--- src/rtl/mem_wait_ctrl_pkg.sv ---
// Shared definitions for the wait-state memory controller: FSM encoding,
// parameter defaults and the wait-counter load helper.
package mem_wait_ctrl_pkg;

  // Access sequencer states
  typedef enum logic [1:0] {
    ST_IDLE = 2'd0,
    ST_WAIT = 2'd1,
    ST_XFER = 2'd2
  } state_t;

  // Wait counter width; supports 0..15 wait states
  localparam int CNT_W = 4;

  // Parameter defaults
  localparam int   DEF_WIDTH     = 8;
  localparam int   DEF_ADRBITS   = 8;
  localparam int   DEF_WAITS     = 1;
  // The I/O address defaults to all ones at whatever WIDTH is chosen
  localparam logic DEF_IOADR_BIT = 1'b1;

  // Value loaded into the wait counter when an access is accepted
  function automatic logic [CNT_W-1:0] wait_load(input int waits);
    if (waits > 0) begin
      return CNT_W'(waits - 1);
    end
    return '0;
  endfunction

endpackage

--- src/rtl/mem_wait_ctrl_ram.sv ---
// Single-port RAM for the controller: synchronous write, registered read.
// The read register refreshes every cycle from the current address.
module wait_ram
  import mem_wait_ctrl_pkg::*;
#(
  parameter int WIDTH   = DEF_WIDTH,
  parameter int ADRBITS = DEF_ADRBITS
) (
  input  logic               clk,
  input  logic               we,
  input  logic [ADRBITS-1:0] addr,
  input  logic [WIDTH-1:0]   wdata,
  output logic [WIDTH-1:0]   rdata
);

  logic [WIDTH-1:0] mem [0:(2**ADRBITS)-1];

  // Write port and registered read port share one address
  always_ff @(posedge clk) begin
    if (we) begin
      mem[addr] <= wdata;
    end
    rdata <= mem[addr];
  end

endmodule

--- src/rtl/mem_wait_ctrl.sv ---
// Memory controller that inserts WAITS wait states before each RAM or
// memory-mapped I/O access and signals completion with a one-cycle ready.
module mem_wait_ctrl
  import mem_wait_ctrl_pkg::*;
#(
  parameter int               WIDTH   = DEF_WIDTH,
  parameter int               ADRBITS = DEF_ADRBITS,
  parameter int               WAITS   = DEF_WAITS,
  parameter logic [WIDTH-1:0] IOADR   = {WIDTH{DEF_IOADR_BIT}}
) (
  input  logic             clk,
  input  logic             reset,
  input  logic             memread,
  input  logic             memwrite,
  input  logic [WIDTH-1:0] adr,
  input  logic [WIDTH-1:0] writedata,
  output logic [WIDTH-1:0] memdata,
  output logic             ready,
  output logic             busy,
  input  logic [WIDTH-1:0] io_in,
  output logic [WIDTH-1:0] io_out
);

  localparam logic [CNT_W-1:0] WAIT_LOAD = wait_load(WAITS);

  state_t             state;
  state_t             state_nxt;
  logic [CNT_W-1:0]   cnt;
  logic [CNT_W-1:0]   cnt_nxt;

  logic               accept;
  logic               xfer;
  logic [WIDTH-1:0]   adr_q;
  logic [WIDTH-1:0]   wdata_q;
  logic               wr_q;
  logic               is_io;

  logic               ram_we;
  logic [ADRBITS-1:0] ram_addr;
  logic [WIDTH-1:0]   ram_rdata;
  logic [WIDTH-1:0]   io_sync;

  // A request is taken only in IDLE and only once ready has dropped,
  // which forces one idle cycle between back-to-back accesses.
  assign accept = (state == ST_IDLE) && !ready && (memread || memwrite);

  // The transfer edge; a reset on that same edge cancels the access.
  assign xfer  = (state == ST_XFER) && !reset;
  assign is_io = (adr_q == IOADR);

  // While idle the RAM looks at the live address so that, with zero wait
  // states, the word is already registered when XFER is reached.
  assign ram_addr = (state == ST_IDLE) ? adr[ADRBITS-1:0] : adr_q[ADRBITS-1:0];
  assign ram_we   = xfer && wr_q && !is_io;

  // FSM state register and wait counter
  always_ff @(posedge clk) begin
    if (reset) begin
      state <= ST_IDLE;
      cnt   <= '0;
    end else begin
      state <= state_nxt;
      cnt   <= cnt_nxt;
    end
  end

  // FSM next-state and counter logic
  always_comb begin
    state_nxt = state;
    cnt_nxt   = cnt;
    case (state)
      ST_IDLE: begin
        if (accept) begin
          if (WAITS == 0) begin
            state_nxt = ST_XFER;
          end else begin
            state_nxt = ST_WAIT;
            cnt_nxt   = WAIT_LOAD;
          end
        end
      end
      ST_WAIT: begin
        if (cnt == '0) begin
          state_nxt = ST_XFER;
        end else begin
          cnt_nxt = cnt - 1'b1;
        end
      end
      ST_XFER: begin
        state_nxt = ST_IDLE;
      end
      default: begin
        state_nxt = ST_IDLE;
        cnt_nxt   = '0;
      end
    endcase
  end

  // FSM outputs decoded from the current state
  always_comb begin
    busy = (state == ST_WAIT) || (state == ST_XFER);
  end

  // Completion pulse, registered out of XFER
  always_ff @(posedge clk) begin
    if (reset) begin
      ready <= 1'b0;
    end else begin
      ready <= (state == ST_XFER);
    end
  end

  // Capture the request at acceptance; later bus changes are ignored
  always_ff @(posedge clk) begin
    if (accept && !reset) begin
      adr_q   <= adr;
      wdata_q <= writedata;
      wr_q    <= memwrite;
    end
  end

  // I/O synchroniser, I/O output port and read-data register
  always_ff @(posedge clk) begin
    if (reset) begin
      io_sync <= '0;
      io_out  <= '0;
      memdata <= '0;
    end else begin
      io_sync <= io_in;
      if (xfer && wr_q && is_io) begin
        io_out <= wdata_q;
      end
      if (xfer && !wr_q) begin
        memdata <= is_io ? io_sync : ram_rdata;
      end
    end
  end

  wait_ram #(
    .WIDTH  (WIDTH),
    .ADRBITS(ADRBITS)
  ) u_ram (
    .clk  (clk),
    .we   (ram_we),
    .addr (ram_addr),
    .wdata(wdata_q),
    .rdata(ram_rdata)
  );

endmodule

--- config.mk ---
export PLATFORM = sky130hd
export DESIGN_NAME = mem_wait_ctrl
export DESIGN_NICKNAME = d
export VERILOG_FILES = /design/src/rtl/mem_wait_ctrl_pkg.sv /design/src/rtl/mem_wait_ctrl_ram.sv /design/src/rtl/mem_wait_ctrl.sv
export SDC_FILE = /design/constraint.sdc
export NUM_CORES = 2
export LEC_CHECK = 0
export ABC_AREA = 1
export BUFFER_PORTS_ARGS = -buffer_cell sky130_fd_sc_hd__buf_2
export CAP_MARGIN = 10
export CORE_AREA = 5 5 423 425
export DETAILED_ROUTE_END_ITERATION = 10
export DIE_AREA = 0 0 428 430
export PLACE_DENSITY_LB_ADDON = 0.1
export SETUP_SLACK_MARGIN = 0.5
export SYNTH_ARGS = -nofsm -noshare
export SYNTH_HDL_FRONTEND = slang
export SYNTH_HIERARCHICAL = 1
export SYNTH_SLANG_ARGS = --single-unit
export TNS_END_PERCENT = 50
--- constraint.sdc ---
create_clock -name clk -period 6.4 [get_ports clk]
set_clock_uncertainty 0.15 [all_clocks]
set_input_delay 0.32 -clock clk [delete_from_list [all_inputs] [get_ports clk]]
set_output_delay 0.32 -clock clk [all_outputs]
set_load 0.01 [all_outputs]
**Word-level counts from Yosys, hierarchy flattened**

Memories as Yosys holds them, arrays and structs flattened. A register that Yosys moved wholly into a read port is not among the register bits.
Index checks and enable logic that the tools add are counted.

- Output and inout bits: 18
- Bits of input ports: 28
- Memories: 1
- Word-level logic and storage cells: 46
- Flip-flop bits (word level): 48
- RAM bits: 2048

Memory list:

| memory | words | bits a word | rd ports | clocked after Yosys merged registers in | wr ports | RTL line | text |
|---|---|---|---|---|---|---|---|
| u_ram.mem | 256 | 8 | 1 | 1 | 1 | mem_wait_ctrl_ram.sv:16 | `logic [WIDTH-1:0] mem [0:(2**ADRBITS)-1];` |

- Bitwise gates (word level): 1
- Reduce and logical (&&, ||, !) cells: 18
- Mux-type cells: 10
- Equality and inequality tests: 6
- Add/sub/neg operators: 1

Operators with widths:

| kind | number |
|---|---|
| 8-bit 2-to-1 mux | 2 |
| 4-bit case mux with 3 select lines | 1 |
| 8-bit equality test (second input constant) | 1 |
| 1-bit logical AND | 8 |
| 4-bit 2-to-1 mux | 2 |
| 2-bit != test (second input constant) | 3 |
| 1-bit logical NOT | 4 |
| 4-bit logical NOT | 1 |
| 2-bit 2-to-1 mux | 2 |
| 2-bit case mux with 2 select lines | 1 |
| 4-bit by 1-bit subtractor with 4-bit output (second input constant) | 1 |
| 3-bit AND reduction | 1 |
| 2-bit by 1-bit equality test with 1-bit output (second input constant) | 1 |
| 2-bit equality test (second input constant) | 1 |
| 2-bit logical NOT | 1 |
| 1-bit logical OR | 2 |
| 1-bit 2-to-1 mux | 2 |
| 2-bit AND reduction | 1 |
| 1-bit NOT | 1 |

**Depth between registers and ports, before layout**

- Depth after elaboration: 6
- Gate-level depth with buffers: 20
- Depth with buffers taken out: 18

**Cells and area by module**

The synthesis kept the hierarchy.

By module, submodules not included:

| module | cells each | times used | area an instance (um^2) |
|---|---|---|---|
| wait_ram | 8021 | 1 | 84856.4 |
| mem_wait_ctrl | 253 | 1 | 2037.0 |

**Least setup slack after synthesis**

Ideal clock, no wire load.

- Path type: flip-flop to flip-flop
- Start point: register wdata_q[0]
- End point: memory u_ram/mem[0][0] (netlist bit), data pin
- Cell stages (with the launch flop): 1
- Path slack: 2186 ps
- Path buffers: 0
- Data arrival time: 3243 ps
- Period minus slack after synthesis: 4214 ps
- Cells stage by stage: edfxtp_1

RTL lines:

| item | RTL line | text |
|---|---|---|
| from (decl) | mem_wait_ctrl.sv:34 | `logic [WIDTH-1:0] wdata_q;` |
| from (signal assigned) | mem_wait_ctrl.sv:117 | `wdata_q <= writedata;` |
| to (decl) | mem_wait_ctrl_ram.sv:16 |  |

No word-level cell before the write port.

**Worst setup path after layout**

- Start point: register state[0]
- End point: register u_ram.rdata[6], read port of u_ram.mem

- Cells in the longest elaborated chain, start to end: 2

Ends and longest elaborated chain:

| item | RTL line | text |
|---|---|---|
| from (decl) | mem_wait_ctrl.sv:26 | `state_t state;` |
| from (signal assigned) | mem_wait_ctrl.sv:62 | `state <= state_nxt;` |
| 2-bit logical NOT | mem_wait_ctrl.sv:53 | `assign ram_addr = (state == ST_IDLE) ? adr[ADRBITS-1:0] : adr_q[ADRBITS-1:0];` |
| 8-bit 2-to-1 mux | mem_wait_ctrl.sv:53 |  |
| named net ram_addr[0] | mem_wait_ctrl.sv:39 | `logic [ADRBITS-1:0] ram_addr;` |
| to (decl) | mem_wait_ctrl_ram.sv:13 | `output logic [WIDTH-1:0] rdata` |

The timed path passes the listed nets, and every way through them passes these cells.
A chain may end at the register's enable or synchronous reset.

==> run metrics <==
Synthesis Warnings=6; HP Class=in -> reg; WHS=0.0489 ns; Tot Pwr=42.4 mW; Max Clock Freq=around 210 MHz; reg2reg end=u_ram/rdata[6]$_DFF_P_; 1st-pass router iterations=6; Avg Cell Area, Syn=10.5 sq um; post-CTS setup buffer count=0; wire per inst=22.3 um; core area=175000 sq um; DR vias/cell=roughly 5.4; effective utilization at floorplan=49.7%; outcome=complete, no violations; global-route wire length before repair=359000 um; DRT antenna net count=0; startpoint of the worst hold path=writedata[5]; share of layout cells above drive strength 1=5.57%; DRC=0; clock root cell=clkbuf_16; post-synth cell types=26; clk_lat worst skew=between 0.8 and 0.9 ns; Max clock buf depth=3; vias in the first global route=approximately 56000; CP startpoint kind=register; #FFs+latches synth=2104; setup TNS=0 ns; iteration-0 DRC count of the detailed router=5578; final setup fails=0; Post-Synth XOR/XNOR Area=0%; CTS tree=built; CP max-delay cell=nor2_1; max incr delay on CP=around 0.56 ns; via count=57800; Buf/Inv on CP=4; Post-synth EDFFs=2065; synthesized area=around 87000 sq um; post-layout min period=4.87 ns; placed cells=approximately 10000; Yosys top cell area share=a little under three quarters; final wirelength=240000 um; # H-tree levels=4; Synth top cells by count=nand2_1 (4854), edfxtp_1 (2065), nor2_1 (396), nand3_1 (210), buf_2 (183); simple-gate share of the synthesized area=about a quarter; final net count=~8300; Worst Hold End=wdata_q[5]$_DFFE_PP_; PwrDens=440 nW/um^2; compound-gate portion of the synthesized area=1.17%; Crit Path Category=reg -> reg; post-synthesis mux area share=0%; synth top area cells=edfxtp_1 (71%), nand2_1 (21%), nor2_1 (1.7%); Arrival @ worst endpoint=5.43 ns; Synth Instances=8274; die width=around 430 um; Max VDD drop=0.392 mV; hpwl dp=around 130000 um; Reg2Reg Depth=19; I/O pin count=46; I/O Buffers=45; final core occ=55.1%; RSZ-0062 raised after global routing=false; sequential fraction of the synthesis area=72.3%; share of flip-flops with an asynchronous set or reset=0%; critical path peak fanout=about 140; largest family of logic cells by synthesized area=simple AND/OR/NAND/NOR gates; Layout area overhead=10.9%; GPL Wtd Cong=0.850; CP top delay family=simple AND/OR/NAND/NOR gates; post-synth net total=8307; initial antenna violation count=6; most frequent cell after synthesis=nand2_1; Hold Vio Cnt, Final=0; Max transition margin=20.3%; Leakage=38.2 nW; Worst Path Required=just under 7 ns; overall die area=184000 sq um; Worst path most repeated cell=nand2_1; crit-path cells=inv_1, ha_1, inv_1, nand2_1, nand2_4, inv_8, buf_12, nand2_1, nand2_1, nand2_1, nand2_1, nand2_1, nand2_1, o21ai_0, nand2_1, nor2_1, nor2_1, nor2_1, nand2_1; Final Non-Filler Cells=10800; area share of fa/ha/maj cells after synthesis=0.0720%; Tightest Pin Transition=1.20 ns; Std-Cell Rows=154; critical path endpoint category=register; max cap viols=0; CTS sink count=between 2000 and 2500; Total Routing Usage GR=around a quarter; period utilization=76.1%; total CTS buffers=215; cell taking the most area after synthesis=edfxtp_1; Remaining Overflow, GRT=0; worst r2r src=state[0]$_SDFFE_PP0P_; clock-pin slew on the worst setup and hold paths=roughly 0.06 ns; Die H=430 um; Hold Path Depth=2; pin count of the biggest net entering global routing=169; Main synth FF type=edfxtp_1; Slew Viols, Final=0; R2R Setup Slk=1.53 ns
-- registers in the layout, summed over array words and instances (netlist names) --
name	flops
u_ram/rdata	8
wdata_q	8
memdata	8
adr_q	8
ready	1
wr_q	1
io_sync	8
state	2
cnt	4
io_out	8
u_ram/mem	2048
-- stage by stage --
step / cell area (sq um) / setup WS, ns
final: 96300 / 1.53
after global routing: 96300 / 1.43
after CTS: 96300 / 1.68
after detailed placement: 89300 / 1.70
after global placement: 89300 / 1.83
after floorplan: 86900 / 2.19
-- cells by family (layout without fill, tap and decap cells) --
group                    Yosys count  in the layout
AO/OA/AOI/OAI                    202            202
adder cells (fa/ha/maj)            5              5
buffers and inverters            493            645
flip-flops                      2104           2104
other                              0              4
AND/OR/NAND/NOR                 5470           5470
-- cell type report --
cell class / count / area [sq um]
Antenna cell: 4 / 10.0
Clock buffer: 294 / 5920
Clock inverter: 102 / 749
Fill cell: 15400 / 78600
Inverter: 69 / 293
Multi-Input combinational cell: 5677 / 22000
Sequential cell: 2104 / 62800
Tap cell: 2340 / 2930
Timing Repair Buffer: 180 / 1620
-- layout by cell type (no fill, tap or decap), types with 9 or more instances in the layout --
master,n
bufinv_16,9
dfxtp_1,39
clkinv_2,38
nor2_1,391
clkbuf_1,60
clkbuf_8,14
o21ai_1,120
clkbuf_16,220
clkinv_1,45
nand2_1,4839
a21oi_1,36
buf_12,23
o21ai_0,45
dlygate4sd3_1,38
nand3_1,210
nand2_2,14
edfxtp_1,2065
buf_4,74
buf_2,45
inv_1,63
-- how the worst max path moves through the flow --
stage	from	to	slack, ns	cells past startpoint
after floorplan	wdata_q[0]$_DFFE_PP_	u_ram/mem[0][0]$_DFFE_PP_	2.19	0
after CTS	state[0]$_SDFFE_PP0P_	u_ram/mem[98][5]$_DFFE_PP_	1.68	11
final	state[0]$_SDFFE_PP0P_	u_ram/rdata[6]$_DFF_P_	1.53	19
after global routing	state[0]$_SDFFE_PP0P_	u_ram/mem[102][6]$_DFFE_PP_	1.43	11
after global placement	state[0]$_SDFFE_PP0P_	u_ram/mem[66][3]$_DFFE_PP_	1.83	11
after detailed placement	state[0]$_SDFFE_PP0P_	u_ram/mem[98][2]$_DFFE_PP_	1.70	11
-- per-layer routing --
layer	up-vias	routed length (um)	track usage, %
met5	-	0	0
met4	0	7420	8.16
met3	364	16900	3.96
met2	2022	114000	42.0
met1	28300	102000	35.9
li1	27100	-	-
-- worst register-to-register path, cell delays in order (launching register included) --
cell     delay [ns]
dfxtp_1        0.36
inv_1          0.07
ha_1           0.35
inv_1          0.22
nand2_1        0.12
nand2_4        0.33
inv_8          0.28
buf_12         0.70
nand2_1        0.37
nand2_1        0.08
nand2_1        0.06
nand2_1        0.08
nand2_1        0.06
nand2_1        0.09
o21ai_0        0.43
nand2_1        0.10
nor2_1         0.16
nor2_1         0.06
nor2_1         0.56
nand2_1        0.13
-- power by group --
part           internal (mW)  leakage [nW]  total (mW)  switching [mW]
Combinational           3.42          16.1        14.6            11.2
Clock                   6.80          3.28        12.0            5.17
Sequential              15.7          18.9        15.9           0.117
Total                   26.0          38.2        42.4            16.5
-- timing repair --
| item | in CTS | in global routing |
|---|---|---|
| hold endpoints to repair | 32 | 0 |
| hold buffers | 38 | 0 |
| resized for setup | 0 | 0 |
Power figures use the tool's default switching activity.
